--- src/rtl/fp_pkg.sv ---
// Shared single-precision field layout and converter state encoding.
// Also used by the float-to-int and multiplier stages.
package fp_pkg;

    localparam int FP_W     = 32;
    localparam int EXP_W    = 8;
    localparam int MANT_W   = 23;
    localparam int FP_BIAS  = 127;

    localparam int SIGN_POS = 31;
    localparam int EXP_MSB  = 30;
    localparam int EXP_LSB  = 23;
    localparam int MANT_MSB = 22;

    typedef enum logic [1:0] {
        IDLE,
        NORM,
        DONE
    } conv_state_t;

    function automatic logic [FP_W-1:0] pack_fp(input logic s,
                                                input logic [EXP_W-1:0] e,
                                                input logic [MANT_W-1:0] m);
        logic [FP_W-1:0] r;
        r = '0;
        r[SIGN_POS]        = s;
        r[EXP_MSB:EXP_LSB] = e;
        r[MANT_MSB:0]      = m;
        return r;
    endfunction

endpackage

--- src/rtl/int2f_seq.sv ---
// Sequential 32-bit integer to single-precision converter, one normalizing
// shift per cycle, truncating toward zero to match the downstream adder.
module int2f_seq
    import fp_pkg::*;
#(
    parameter int SIGNED = 1,
    parameter int BIAS   = 127
) (
    input  logic        clk,
    input  logic        rst_n,
    input  logic        in_valid,
    output logic        in_ready,
    input  logic [31:0] in_data,
    output logic        out_valid,
    input  logic        out_ready,
    output logic [31:0] out_data,
    output logic        busy
);

    conv_state_t       state;
    conv_state_t       next_state;
    logic [FP_W-1:0]   mag;
    logic [FP_W-1:0]   cap_mag;
    logic              cap_sign;
    logic [4:0]        cnt;
    logic              sign;
    logic [EXP_W-1:0]  exp_field;

    // The most negative input negates to itself, which is the correct unsigned magnitude.
    always_comb begin
        cap_sign = 1'b0;
        cap_mag  = in_data;
        if (SIGNED != 0 && in_data[FP_W-1]) begin
            cap_sign = 1'b1;
            cap_mag  = ~in_data + 32'd1;
        end
    end

    assign exp_field = EXP_W'(BIAS + 31) - EXP_W'(cnt);

    always_ff @(posedge clk or negedge rst_n) begin
        if (!rst_n) begin
            state <= IDLE;
        end else begin
            state <= next_state;
        end
    end

    always_comb begin
        next_state = state;
        unique case (state)
            IDLE: begin
                if (in_valid) begin
                    next_state = (cap_mag == '0) ? DONE : NORM;
                end
            end
            NORM: begin
                if (mag[FP_W-1]) begin
                    next_state = DONE;
                end
            end
            DONE: begin
                if (out_ready) begin
                    next_state = IDLE;
                end
            end
            default: next_state = IDLE;
        endcase
    end

    always_comb begin
        in_ready  = (state == IDLE);
        out_valid = (state == DONE);
        busy      = (state != IDLE);
    end

    // Bits below the 23 kept mantissa bits are simply dropped once the leading one reaches bit 31.
    always_ff @(posedge clk or negedge rst_n) begin
        if (!rst_n) begin
            mag      <= '0;
            cnt      <= '0;
            sign     <= 1'b0;
            out_data <= '0;
        end else begin
            case (state)
                IDLE: begin
                    if (in_valid) begin
                        sign <= cap_sign;
                        mag  <= cap_mag;
                        cnt  <= '0;
                        if (cap_mag == '0) begin
                            out_data <= '0;
                        end
                    end
                end
                NORM: begin
                    if (mag[FP_W-1]) begin
                        out_data <= pack_fp(sign, exp_field, mag[FP_W-2 -: MANT_W]);
                    end else begin
                        mag <= mag << 1;
                        cnt <= cnt + 5'd1;
                    end
                end
                default: begin
                end
            endcase
        end
    end

endmodule

--- config.mk ---
export PLATFORM = sky130hd
export DESIGN_NAME = int2f_seq
export DESIGN_NICKNAME = d
export VERILOG_FILES = /design/src/rtl/fp_pkg.sv /design/src/rtl/int2f_seq.sv
export SDC_FILE = /design/constraint.sdc
export NUM_CORES = 1
export LEC_CHECK = 0
export ABC_AREA = 1
export BUFFER_PORTS_ARGS = -buffer_cell sky130_fd_sc_hd__buf_2
export CAP_MARGIN = 0
export CORE_MARGIN = 3
export CORE_UTILIZATION = 32
export CTS_CLUSTER_SIZE = 10
export DETAILED_ROUTE_END_ITERATION = 8
export SYNTH_ARGS = -nofsm -noshare
export SYNTH_HDL_FRONTEND = slang
export SYNTH_SLANG_ARGS = --single-unit
export TNS_END_PERCENT = 100
--- constraint.sdc ---
create_clock -name clk -period 1.9 [get_ports clk]
set_input_delay 0.095 -clock clk [delete_from_list [all_inputs] [get_ports clk]]
set_output_delay 0.095 -clock clk [all_outputs]
set_load 0.01 [all_outputs]
== Word level (Yosys, flattened, before mapping) ==
Index checks and enable logic that the tools add are counted.

* Input bits: 36
* Output and inout port bits: 35
* Bits in registers: 72

* $add $sub $neg: 3
* Equal/unequal tests: 7
* Bitwise operators: 1
* Reductions and logical operators: 9
* Muxes and demuxes: 17

{| class="wikitable"
|+ Operators by type and width
! cell !! number
|-
| $mux W32 || 6
|-
| $pmux W32 S2 || 2
|-
| $add A32 B1 Y32 const B || 1
|-
| $logic_not A32 Y1 || 1
|-
| $not A32 Y32 || 1
|-
| $mux W5 || 2
|-
| $pmux W5 S2 || 1
|-
| $mux W2 || 4
|-
| $sub A8 B5 Y8 const A || 1
|-
| $ne A2 B2 Y1 const B || 3
|-
| $pmux W2 S3 || 1
|-
| $reduce_and A3 Y1 || 2
|-
| $add A5 B1 Y5 const B || 1
|-
| $ne A2 B1 Y1 const B || 2
|-
| $reduce_and A2 Y1 || 2
|-
| $reduce_and A4 Y1 || 1
|-
| $reduce_bool A2 Y1 || 2
|-
| $eq A2 B1 Y1 const B || 1
|-
| $eq A2 B2 Y1 const B || 1
|-
| $logic_not A2 Y1 || 1
|-
| $mux W1 || 1
|}

== Longest topological paths before layout ==
Gate-level depths: netlist (run 1).

* Depth in word-level cells: 7
* Gate-level depth with buffers: 18
* Mapped depth without buffers: 17

== Worst setup path before layout (run 1) ==
No wires, ideal clock.

* Path type: input-to-reg
* From: input in_data[0]
* To: register out_data[10]
* Arrival time: 1.760 ns
* Stages on the path: 18
* Path buffers: 1
* Required time: 1.783 ns
* Slack: 0.023 ns
* Path through: inv_1 > ha_1 > nand3_2 > nand2_2 > nand2_4 > nor2_8 > nand2_2 > nand2_1 > nand2_1 > nor2_1 > nand2_1 > nor2_1 > nand3_2 > nand2_4 > nand2_8 > buf_12 > nand2_2 > nand2_1

* Word-level cells in the longest chain between the ends: 6

{| class="wikitable"
|+ RTL lines
! element !! line !! source
|-
| from (decl) || int2f_seq.sv:13 || <nowiki>input logic [31:0] in_data,</nowiki>
|-
| $not A32 Y32 || int2f_seq.sv:35 || <nowiki>cap_mag = ~in_data + 32'd1;</nowiki>
|-
| $add A32 B1 Y32 || int2f_seq.sv:35 ||
|-
| $mux W32 * || int2f_seq.sv:33 || <nowiki>if (SIGNED != 0 && in_data[FP_W-1]) begin</nowiki>
|-
| $logic_not A32 Y1 * || int2f_seq.sv:91 || <nowiki>if (cap_mag == '0) begin</nowiki>
|-
| $ne A2 B1 Y1 (no line) * || -- ||
|-
| $reduce_and A4 Y1 (no line) * || -- ||
|-
| to (signal assigned) || int2f_seq.sv:98 || <nowiki>out_data <= pack_fp(sign, exp_field, mag[FP_W-2 -: MANT_W]);</nowiki>
|-
| to (decl) || int2f_seq.sv:16 || <nowiki>output logic [31:0] out_data,</nowiki>
|}

Every way passes the cells marked *; elsewhere a longest branch is shown, timed or not.
A chain may end at the register's enable or synchronous reset.

== Worst setup path in the final report (run 1) ==
* From: input in_data[1]
* To: register out_data[14]

The elaborated chain is that of the path after synthesis.

==> results of run 1 <==
[layout by cell type (no fill, tap or decap), drive strengths merged]
cell type    count
a22o             1
nand2          245
ha               2
clkbuf          10
a22oi            2
o221ai           1
buf            158
dlygate4sd3      2
nand3           41
clkinvlp         1
a31oi           22
clkinv           3
nand4           30
o21ai           16
xor2             3
nand3b           6
inv             56
a21oi           33
nor2           105
nor3             3
dfrtp           72
o22ai            2
[worst max-delay path, stage by stage]
cell,delay [ns]
sky130_fd_sc_hd__buf_2,0.12
sky130_fd_sc_hd__inv_2,0.08
sky130_fd_sc_hd__ha_4,0.15
sky130_fd_sc_hd__nand3_4,0.09
sky130_fd_sc_hd__nand2_4,0.12
sky130_fd_sc_hd__nand2_4,0.08
sky130_fd_sc_hd__nor2_8,0.17
sky130_fd_sc_hd__nand2_2,0.07
sky130_fd_sc_hd__nand2_2,0.05
sky130_fd_sc_hd__nand2_2,0.05
sky130_fd_sc_hd__nor2_1,0.09
sky130_fd_sc_hd__nand2_1,0.06
sky130_fd_sc_hd__nor2_1,0.12
sky130_fd_sc_hd__nand3_2,0.16
sky130_fd_sc_hd__nand2_8,0.20
sky130_fd_sc_hd__nand2_4,0.14
sky130_fd_sc_hd__nand2_2,0.09
sky130_fd_sc_hd__nand2_1,0.04
[what timing repair did]
item	in CTS	in global routing
hold endpoints to repair	73	0
gates resized for setup	0	48
hold buffers	2	0
setup endpoints to repair	0	59
setup buffers	0	5
[layout make-up]
class,instances,area [um2]
tap,180,225
fill,1409,7760
inverter,56,215
sequential,72,1800
clock buffer,10,239
timing repair buffer,160,1050
clock inverter,4,22.5
multi-input combinational,512,2620
[final timing paths]
check / startpoint / to / slack (ns) / cells after the start
min in group asynchronous: rst_n / out_data[30] / 0.31 / 3
min reg2reg: out_data[31] / out_data[31] / 0.47 / 2
max: in_data[1] / out_data[14] / 0.12 / 18
max in group asynchronous: rst_n / mag[6] / 1.27 / 3
min: in_data[0] / mag[0] / 0.19 / 4
max reg2reg: state[0] / state[1] / 0.21 / 9
[routing by layer]
metal / GRT usage, % / up-vias
met4: 4.54 / 0
met1: 25.8 / 2071
met5: 0 / -
met2: 22.9 / 132
li1: - / 2462
met3: 1.95 / 5
[power by group]
part           internal [mW]  leakage [nW]  total [mW]  switching (mW)
Combinational           1.42          2.19        3.88            2.46
Sequential              2.20         0.898        2.70           0.497
Clock                  0.896         0.130        1.49           0.597
Total                   4.52          3.22        8.07            3.55
[sequential cells by signal, summed over array words and instances (netlist names)]
register / flops
mag: 32
sign: 1
out_data: 32
cnt: 5
state: 2
[cells by family after synthesis]
| logic type | after synthesis |
|---|---|
| AO/OA/AOI/OAI | 77 |
| XOR/XNOR | 3 |
| buffers and inverters | 85 |
| AND/OR/NAND/NOR | 426 |
| adder cells (fa/ha/maj) | 2 |
| flip-flops | 72 |
==> PnR_summary.wiki, run 1 <==
{| class="wikitable"
! Metric !! Value
|-
| Result of the run || completed
|-
| Fin crit period || approximately 1.8 ns
|-
| DR DRC count || 0
|-
| Arrival time of the worst setup path || roughly 2.0 ns
|-
| First-pass DRT Iterations || 6
|-
| Core outline area || roughly 14000 um2
|-
| Leakage power || 3.22 nW
|-
| Ys flop type || sky130_fd_sc_hd__dfrtp_1
|-
| Length of routed met2 wiring || about 5.4 mm
|-
| Post-DR wirelength/cell || roughly 13 um
|-
| Leading cell types by total area after synthesis || sky130_fd_sc_hd__dfrtp_1 39%, sky130_fd_sc_hd__nand2_1 17%, sky130_fd_sc_hd__nor2_1 8.1%, sky130_fd_sc_hd__nand2_2 4.9%, sky130_fd_sc_hd__nand3_1 4.2%
|-
| Worst Path Required || ~2.1 ns
|-
| Worst slew margin relative to its limit || roughly two thirds
|-
| Worst Setup Slack post-DPL || -0.253 ns
|-
| Leftover overflow at the end of global routing || 0
|-
| Yosys Warn Count || 0
|-
| Post-Place Cells || between 900 and 1000
|-
| Clock tree from TritonCTS || built
|-
| Initial antenna violation count || 0
|-
| Post-synth top cells || 202 x sky130_fd_sc_hd__nand2_1, 99 x sky130_fd_sc_hd__nor2_1, 72 x sky130_fd_sc_hd__dfrtp_1, 50 x sky130_fd_sc_hd__inv_1, 39 x sky130_fd_sc_hd__nand3_1
|-
| Floorplan die height || 126 um
|-
| Ports placed on the boundary || between 70 and 80
|-
| Total via count in the routed design || between 4000 and 5000
|-
| Maximum buffer depth of the clock tree || 2
|-
| Compound-gate portion of the synthesized area || 9.40%
|-
| Least-Margin Pin Slew || 0.507 ns
|-
| Die boundary width || between 100 and 150 um
|-
| Worst Hold Slack || approximately 0.19 ns
|-
| Largest net degree at the start of global routing || 73
|-
| Vias per inst || about 4.7
|-
| Type of the setup path with the least slack || input port to flop
|-
| Layout Utilization || approximately 44%
|-
| Most frequent cell after synthesis || sky130_fd_sc_hd__nand2_1
|-
| TritonCTS Buffers || 9
|-
| Met1 Wirelength || 6.62 mm
|-
| Dominant cell type by area after synthesis || sky130_fd_sc_hd__dfrtp_1
|-
| Largest family of logic cells by synthesized area || simple AND/OR/NAND/NOR gates
|-
| Number of global-route vias before repair || between 4000 and 5000
|-
| Final Hold Fails || 0
|-
| Count of routing violations after the opening detailed-route iteration || 270
|-
| Multiplexer share of the synthesized area || 0%
|-
| Clock sinks || 72
|-
| Syn nets || around 700
|-
| Average cell area after synthesis || slightly below 7 um2
|-
| Synthesized netlist cell count || 665
|-
| Pwr per Cell Area || 1310 nW/um2
|-
| Post-layout nets || around 850
|-
| Total count of max-transition violations in the final report || 0
|-
| Cell Area, Placed || 5630 um2
|-
| Highest attainable clock frequency || between 500 and 600 MHz
|-
| Global placement routability congestion || roughly 0.90
|-
| Combined global-route utilization of all metal layers || ~16%
|-
| Layout overhead on the synthesized area || 34.4%
|-
| Clock skew || around 0.0067 ns
|-
| CTS root buf || sky130_fd_sc_hd__clkbuf_16
|-
| Share of the clock period used by the worst path || a little over nine tenths
|-
| Flop and latch count out of synthesis || a little over 70
|-
| Count of input and output buffers || 70
|-
| Simple-gate share of the synthesized area || between 40% and 50%
|-
| Startpoint type of the worst setup path || input port
|-
| Max cap viols || 0
|-
| H-tree level count || 3
|-
| Max FO, Critical Path || 8
|-
| Xor/xnor cell area share of the yosys netlist || less than 1%
|-
| Skew-Pair Late Insertion Delay || approximately 0.33 ns
|-
| Path type of the worst min-delay path || input port to flop
|-
| Number of enable-type register cells in the synthesized netlist || 0
|-
| Layout cell share with drive strength beyond 1 || around 32%
|-
| Fraction of registers with async set or reset after synthesis || between 90% and 100%
|-
| HPWL Detailed || 9.45 mm
|-
| Design Power || slightly above 8 mW
|-
| Final Instance Area || approximately 6200 um2
|-
| Total Wirelength || between 10 and 15 mm
|-
| Reg clk slew, reported paths || around 0.050 ns
|-
| Wire length of the first global-routing pass || ~21 mm
|-
| Die Outline Area || 15800 um2
|-
| Met3 wire len || ~720 um
|-
| Portion of synthesized cell area occupied by the leading cell type || 39.2%
|-
| Cell Rows || 43
|-
| Number of diodes || 0
|-
| Sequential-to-total area share from yosys stat || between 30% and 40%
|-
| Post-Route Setup TNS || 0 ns
|-
| Distinct cells, synth || 32
|-
| Final non-filler cell total || about 990
|-
| Final setup violation count || 0
|-
| Category of the worst setup path capture point || flop
|-
| Final setup margin || around 0.12 ns
|-
| Unrepaired setup endpoints after global routing || yes
|-
| Post-DRT Antenna Nets || 0
|-
| Maximum resistive drop on vdd || 719 uV
|-
| Post-synthesis adder-cell area fraction || less than 1%
|-
| Effective utilization at floorplan || between 30 and 40%
|-
| Cell Area, Synth || 4590 um2
|-
| Top sig layer || met4
|}
No activity file was read; power rests on OpenSTA's default activity.
==> run 2: changes to the inputs <==
--- a/config.mk
+++ b/config.mk
@@ -8,10 +8,13 @@
 export ABC_AREA = 1
 export BUFFER_PORTS_ARGS = -buffer_cell sky130_fd_sc_hd__buf_2
 export CAP_MARGIN = 0
+export CELL_PAD_IN_SITES_DETAIL_PLACEMENT = 1
+export CELL_PAD_IN_SITES_GLOBAL_PLACEMENT = 1
 export CORE_MARGIN = 3
 export CORE_UTILIZATION = 32
 export CTS_CLUSTER_SIZE = 10
 export DETAILED_ROUTE_END_ITERATION = 8
+export PLACE_DENSITY_LB_ADDON = 0.1
 export SYNTH_ARGS = -nofsm -noshare
 export SYNTH_HDL_FRONTEND = slang
 export SYNTH_SLANG_ARGS = --single-unit
==> PnR_summary.wiki, run 2 (synthesis results as in run 1) <==
{| class="wikitable"
! Metric !! Value
|-
| Result of the run || completed
|-
| Maximum resistive drop on vdd || 588 uV (-18%)
|-
| Post-layout nets || 849 (unchanged)
|-
| Layout overhead on the synthesized area || 36.9%
|-
| Design Power || 8.75 mW (+8.5%)
|-
| Largest net degree at the start of global routing || 73 (unchanged)
|-
| Type of the setup path with the least slack || flop to flop
|-
| Cell family contributing the most delay on the critical path || buffers and inverters
|-
| Highest attainable clock frequency || 558 MHz (-0.75%)
|-
| Arrival time of the worst setup path || 2.01 ns (about the same)
|-
| Vias per inst || 4.88 (+3.9%)
|-
| Max cap viols || 0 (unchanged)
|-
| Count of input and output buffers || 70 (unchanged)
|-
| Total Wirelength || 15.0 mm (+17%)
|-
| Worst path buffer plus inverter count || 4 (+2)
|-
| Post-DRT Antenna Nets || 0 (unchanged)
|-
| CTS root buf || sky130_fd_sc_hd__clkbuf_16
|-
| Floorplan die height || 126 um (unchanged)
|-
| Clock skew || 0.00617 ns (-0.000492 ns)
|-
| Final Hold Fails || 0 (unchanged)
|-
| Combined global-route utilization of all metal layers || 18.7% (+2.5 points)
|-
| Highest cell delay on the worst timing path || 0.40 ns (+0.20 ns)
|-
| Path type of the worst min-delay path || input port to flop
|-
| Die boundary width || 126 um (unchanged)
|-
| Reg clk slew, reported paths || 0.06 ns (about the same)
|-
| Total of fill cells in the finished design || 1792 (+27%)
|-
| H-tree level count || 3 (unchanged)
|-
| Count of routing violations after the opening detailed-route iteration || 169 (-37%)
|-
| Wire length of the first global-routing pass || 24.5 mm (+14%)
|-
| Leading cell type in the layout, fill and taps excluded || sky130_fd_sc_hd__nand2_1
|-
| Clock tree from TritonCTS || built
|-
| Critical Path, Cell by Cell || inv_2 > nor2_4 > inv_2 > nor2_4 > inv_2 > nand3_1 > inv_2 > nand2_4 > nand2_2 > nand2_1
|-
| Initial antenna violation count || 0 (unchanged)
|-
| Maximum buffer depth of the clock tree || 2 (unchanged)
|-
| DR DRC count || 0 (unchanged)
|-
| Worst slew margin relative to its limit || 65.5% (-0.68 points)
|-
| Die Outline Area || 15800 um2 (unchanged)
|-
| Global placement routability congestion || 0.824 (-8.3%)
|-
| HPWL Detailed || 11.2 mm (+18%)
|-
| Commonest cells after routing, fill and taps aside || 192 x sky130_fd_sc_hd__nand2_1, 83 x sky130_fd_sc_hd__buf_4, 82 x sky130_fd_sc_hd__nor2_1
|-
| Final setup margin || 0.107 ns (-0.0134 ns)
|-
| Leftover overflow at the end of global routing || 0 (unchanged)
|-
| Skew-Pair Late Insertion Delay || 0.33 ns (about the same)
|-
| Final setup violation count || 0 (unchanged)
|-
| Least-Margin Pin Slew || 0.517 ns (+0.0101 ns)
|-
| Regs by FF count || mag x32, out_data x32, cnt x5
|-
| First-pass DRT Iterations || 4 (-2)
|-
| Cell Rows || 43 (unchanged)
|-
| Post-Place Cells || 973 (+0.41%)
|-
| Final non-filler cell total || 996 (+0.20%)
|-
| Worst Path Required || 2.12 ns (about the same)
|-
| Startpoint type of the worst setup path || flop
|-
| Layout cell share with drive strength beyond 1 || 32.4% (+0.17 points)
|-
| Core outline area || 13900 um2 (unchanged)
|-
| Number of diodes || 0 (unchanged)
|-
| Worst Setup Slack post-DPL || -0.386 ns (-0.133 ns)
|-
| Ports placed on the boundary || 71 (unchanged)
|-
| Pwr per Cell Area || 1390 nW/um2 (+6.6%)
|-
| Max FO, Critical Path || 12 (+4)
|-
| Cell with the largest stage delay on the worst path || sky130_fd_sc_hd__inv_2
|-
| Post-DR wirelength/cell || 15.1 um (+17%)
|-
| Number of global-route vias before repair || 4981 (+14%)
|-
| Clock sinks || 72 (unchanged)
|-
| Worst Hold Slack || 0.183 ns (-0.00315 ns)
|-
| TritonCTS Buffers || 9 (unchanged)
|-
| Total count of max-transition violations in the final report || 0 (unchanged)
|-
| Effective utilization at floorplan || 33.0% (unchanged)
|-
| Fin crit period || 1.79 ns (+0.0134 ns)
|-
| Leakage power || 3.25 nW (+0.99%)
|-
| Total via count in the routed design || 4864 (+4.2%)
|-
| Share of the clock period used by the worst path || 94.4% (+0.71 points)
|-
| Category of the worst setup path capture point || flop
|-
| Cell seen most often among critical-path stages || sky130_fd_sc_hd__inv_2
|}
run 2: metrics by stage:
step	TNS (ns)	utilization, %	instance area [um2]
floorplan	0	-	4590
global placement	-12.23	40.7	5680
detailed placement	-14.61	40.7	5680
CTS	0	43.6	6070
global route	-1.20	45.1	6290
finish	0	45.1	6290
run 2: report_power, final:
part	internal, mW	total, mW	switching [mW]
Clock	1.32	1.96	0.639
Sequential	2.20	2.73	0.529
Combinational	1.45	4.07	2.61
Total	4.97	8.75	3.78
run 2: layout make-up:
class                   instances  area, um2  area share [%]
clock buffers                  11        243            3.86
flip-flops and latches         72       1800            28.7
inverters                      56        210            3.34
multi-input cells             512       2630            41.9
repair buffers                160       1070            17.0
clock inverters                 5        104            1.65
well taps                     180        225            3.58
run 2: worst min-delay path, delay by kind of cell:
family,cells,cell delay (ns)
AO/OA/AOI/OAI,1,0.08
buffers and inverters,3,0.29
run 2: path summary, 6_finish.rpt:
path                               from            to  slack [ns]  depth (start not counted)
max                            state[0]  out_data[27]        0.11                         10
min                          in_data[0]        mag[0]        0.18                          4
max reg2reg                    state[0]  out_data[27]        0.11                         10
min reg2reg                out_data[26]  out_data[26]        0.47                          2
max in group asynchronous         rst_n  out_data[13]        1.26                          3
min in group asynchronous         rst_n  out_data[29]        0.32                          3
run 2: repair_timing:
item                                    4_1_cts  5_1_grt
pin swaps                                     1       14
cloned                                        1        3
resized for setup                             3       48
hold buffers                                  2        0
endpoints found under the hold margin        73        0
endpoints found under the setup margin       67       57
buffers inserted                              0        1
run 2: layer usage:
| metal | up-vias | global-route usage [%] | wire length [um] |
|---|---|---|---|
| met5 | - | 0 | 0 |
| met1 | 2320 | 25.4 | 7150 |
| met3 | 15 | 3.01 | 446 |
| met2 | 81 | 30.7 | 7190 |
| li1 | 2448 | - | - |
| met4 | 0 | 5.80 | 262 |
==> run 3: changes to the inputs <==
--- a/config.mk
+++ b/config.mk
@@ -11,7 +11,7 @@
 export CELL_PAD_IN_SITES_DETAIL_PLACEMENT = 1
 export CELL_PAD_IN_SITES_GLOBAL_PLACEMENT = 1
 export CORE_MARGIN = 3
-export CORE_UTILIZATION = 32
+export CORE_UTILIZATION = 40
 export CTS_CLUSTER_SIZE = 10
 export DETAILED_ROUTE_END_ITERATION = 8
 export PLACE_DENSITY_LB_ADDON = 0.1
==> PnR_summary.wiki, run 3 (synthesis results as in run 1) <==
{| class="wikitable"
! Metric !! Value
|-
| Result of the run || completed
|-
| Initial antenna violation count || 0 (unchanged)
|-
| Total via count in the routed design || 4991 (+2.6%)
|-
| Die boundary width || 113 um (-10%)
|-
| Internal power contribution || 4.65 mW (-6.6%)
|-
| Maximum buffer depth of the clock tree || 2 (unchanged)
|-
| Skew-Pair Late Insertion Delay || 0.33 ns (about the same)
|-
| Design Power || 8.37 mW (-4.4%)
|-
| Cell Rows || 38 (-12%)
|-
| Maximum resistive drop on vdd || 856 uV (+46%)
|-
| Post-layout nets || 855 (+0.71%)
|-
| Category of the worst setup path capture point || flop
|-
| Layout cell share with drive strength beyond 1 || 34.0% (+1.7 points)
|-
| Flip-flop and latch area || 1800 um2 (unchanged)
|-
| Largest net degree at the start of global routing || 52 (-29%)
|-
| Fin crit period || 1.83 ns (+0.0353 ns)
|-
| Wire length of the first global-routing pass || 24.1 mm (-1.3%)
|-
| Worst slew margin relative to its limit || 60.8% (-4.7 points)
|-
| Max cap viols || 0 (unchanged)
|-
| Post-Route Setup TNS || 0 ns (unchanged)
|-
| Unrepaired setup endpoints after global routing || yes
|-
| Share of the clock period used by the worst path || 96.2% (+1.9 points)
|-
| Clock skew || 0.00403 ns (-0.00214 ns)
|-
| Combined global-route utilization of all metal layers || 23.1% (+4.4 points)
|-
| Final setup violation count || 0 (unchanged)
|-
| Global placement routability congestion || 0.911 (+11%)
|-
| P_sw || 3.72 mW (-1.6%)
|-
| Path type of the worst min-delay path || input port to flop
|-
| Critical Path, Cell by Cell || buf_2 > inv_2 > ha_4 > nand3_4 > nand2_4 > nand2_4 > nor2_8 > nand3_1 > nand2_1 > nand2_2 > nor3_4 > nand3_2 > nand2_8 > nand2_4 > nand2_2 > nand2_1
|-
| Count of input and output buffers || 70 (unchanged)
|-
| Total of fill cells in the finished design || 1459 (-19%)
|-
| Ports placed on the boundary || 71 (unchanged)
|-
| Clock tree from TritonCTS || built
|-
| Highest cell delay on the worst timing path || 0.19 ns (-0.21 ns)
|-
| Area of combinational cells with multiple inputs || 2640 um2 (+0.24%)
|-
| Proportion of power drawn by flip-flops and latches || 32.5% (+1.3 points)
|-
| Highest attainable clock frequency || 547 MHz (-1.9%)
|-
| Regs by FF count || mag x32, out_data x32, cnt x5
|-
| Number of global-route vias before repair || 4946 (-0.70%)
|-
| Worst Hold Slack || 0.206 ns (+0.0229 ns)
|-
| Cell seen most often among critical-path stages || sky130_fd_sc_hd__nand2_4
|-
| Vias per inst || 5.20 (+6.5%)
|-
| Clock network fraction of design power || 18.6% (-3.8 points)
|-
| Cell with the largest stage delay on the worst path || sky130_fd_sc_hd__nor3_4
|-
| Count of routing violations after the opening detailed-route iteration || 173 (+2.4%)
|-
| Startpoint type of the worst setup path || input port
|-
| Leftover overflow at the end of global routing || 0 (unchanged)
|-
| Leakage power || 3.26 nW (+0.29%)
|-
| Die Outline Area || 12800 um2 (-19%)
|-
| Total count of max-transition violations in the final report || 0 (unchanged)
|-
| Clock sinks || 72 (unchanged)
|-
| Post-DR wirelength/cell || 15.8 um (+4.5%)
|-
| Commonest cells after routing, fill and taps aside || 178 x sky130_fd_sc_hd__nand2_1, 90 x sky130_fd_sc_hd__buf_4, 87 x sky130_fd_sc_hd__nor2_1
|-
| Final Hold Fails || 0 (unchanged)
|-
| TritonCTS Buffers || 9 (unchanged)
|-
| Max FO, Critical Path || 8 (-4)
|-
| Pwr per Cell Area || 1340 nW/um2 (-3.6%)
|-
| Worst path buffer plus inverter count || 2 (-2)
|-
| Worst Path Required || 2.11 ns (about the same)
|-
| Leading cell type in the layout, fill and taps excluded || sky130_fd_sc_hd__nand2_1
|-
| H-tree level count || 3 (unchanged)
|-
| Total Wirelength || 15.2 mm (+0.69%)
|-
| First-pass DRT Iterations || 4 (unchanged)
|-
| Core outline area || 11000 um2 (-21%)
|-
| Type of the setup path with the least slack || input port to flop
|-
| Least-Margin Pin Slew || 0.588 ns (+0.0710 ns)
|-
| Power share of the combinational group || 48.9% (+2.4 points)
|-
| Effective utilization at floorplan || 41.6% (+8.7 points)
|-
| DR DRC count || 0 (unchanged)
|-
| CTS root buf || sky130_fd_sc_hd__clkbuf_16
|-
| Post-DRT Antenna Nets || 0 (unchanged)
|-
| Share of total power consumed by net switching || 44.5% (+1.3 points)
|-
| Cell family contributing the most delay on the critical path || simple AND/OR/NAND/NOR gates
|-
| Layout overhead on the synthesized area || 35.7%
|-
| Floorplan die height || 113 um (-10%)
|-
| Number of diodes || 0 (unchanged)
|-
| HPWL Detailed || 11.1 mm (-0.45%)
|-
| Reg clk slew, reported paths || 0.05 ns (about the same)
|-
| Arrival time of the worst setup path || 2.04 ns (+0.03 ns)
|}
run 3: layout make-up:
cell class | instances | area share [%]
Multi-Input combinational cell | 511 | 42.4
Tap cell | 140 | 2.81
Timing Repair Buffer | 167 | 18.1
Inverter | 56 | 3.41
Sequential cell | 72 | 28.9
Clock buffer | 14 | 4.40
run 3: worst paths after layout:
path	startpoint	end	slack, ns	cells after the start
worst max-delay path	in_data[1]	out_data[10]	0.07	16
worst min-delay path	in_data[0]	mag[0]	0.21	4
worst max register to register	state[0]	out_data[10]	0.16	10
worst min register to register	out_data[26]	out_data[26]	0.48	2
max in group asynchronous	rst_n	mag[20]	0.94	3
min in group asynchronous	rst_n	out_data[30]	0.30	2
run 3: tightest hold or removal path, stage by stage:
cell,delay (ns)
sky130_fd_sc_hd__buf_6,0.09
sky130_fd_sc_hd__inv_2,0.07
sky130_fd_sc_hd__buf_4,0.14
sky130_fd_sc_hd__o22ai_1,0.09
run 3: repair_timing:
item	4_1_cts	5_1_grt
buffers inserted	0	6
cloned	1	2
hold endpoints to repair	23	0
gates resized for setup	1	62
pin swaps	1	7
setup endpoints to repair	24	34
hold buffers	2	0
run 3: power by group through the flow:
stage,combinational [mW],sequential (mW),clock [mW]
after floorplan,2.53,2.69,0
after global placement,3.56,2.69,0
after detailed placement,3.72,2.72,0
after CTS,3.85,2.70,1.57
after global routing,4.56,2.80,1.66
final,4.09,2.72,1.56
run 3: metrics by stage:
step | worst slack (ns) | instances | area (um2) | util, %
2_1_floorplan | 0.0226 | 665 | 4590 | -
3_3_place_gp | -0.257 | 935 | 5640 | 51.1
3_5_place_dp | -0.383 | 935 | 5640 | 51.1
4_1_cts | -0.00639 | 952 | 5950 | 53.9
5_1_grt | -0.0843 | 960 | 6230 | 56.5
6_report | 0.0719 | 960 | 6230 | 56.5
run 3: layer usage:
metal | track usage [%] | share of wire (%)
met1 | 29.6 | 44
met2 | 40.8 | 51
met3 | 3.26 | 3.1
met4 | 6.25 | 2.1
met5 | 0 | 0
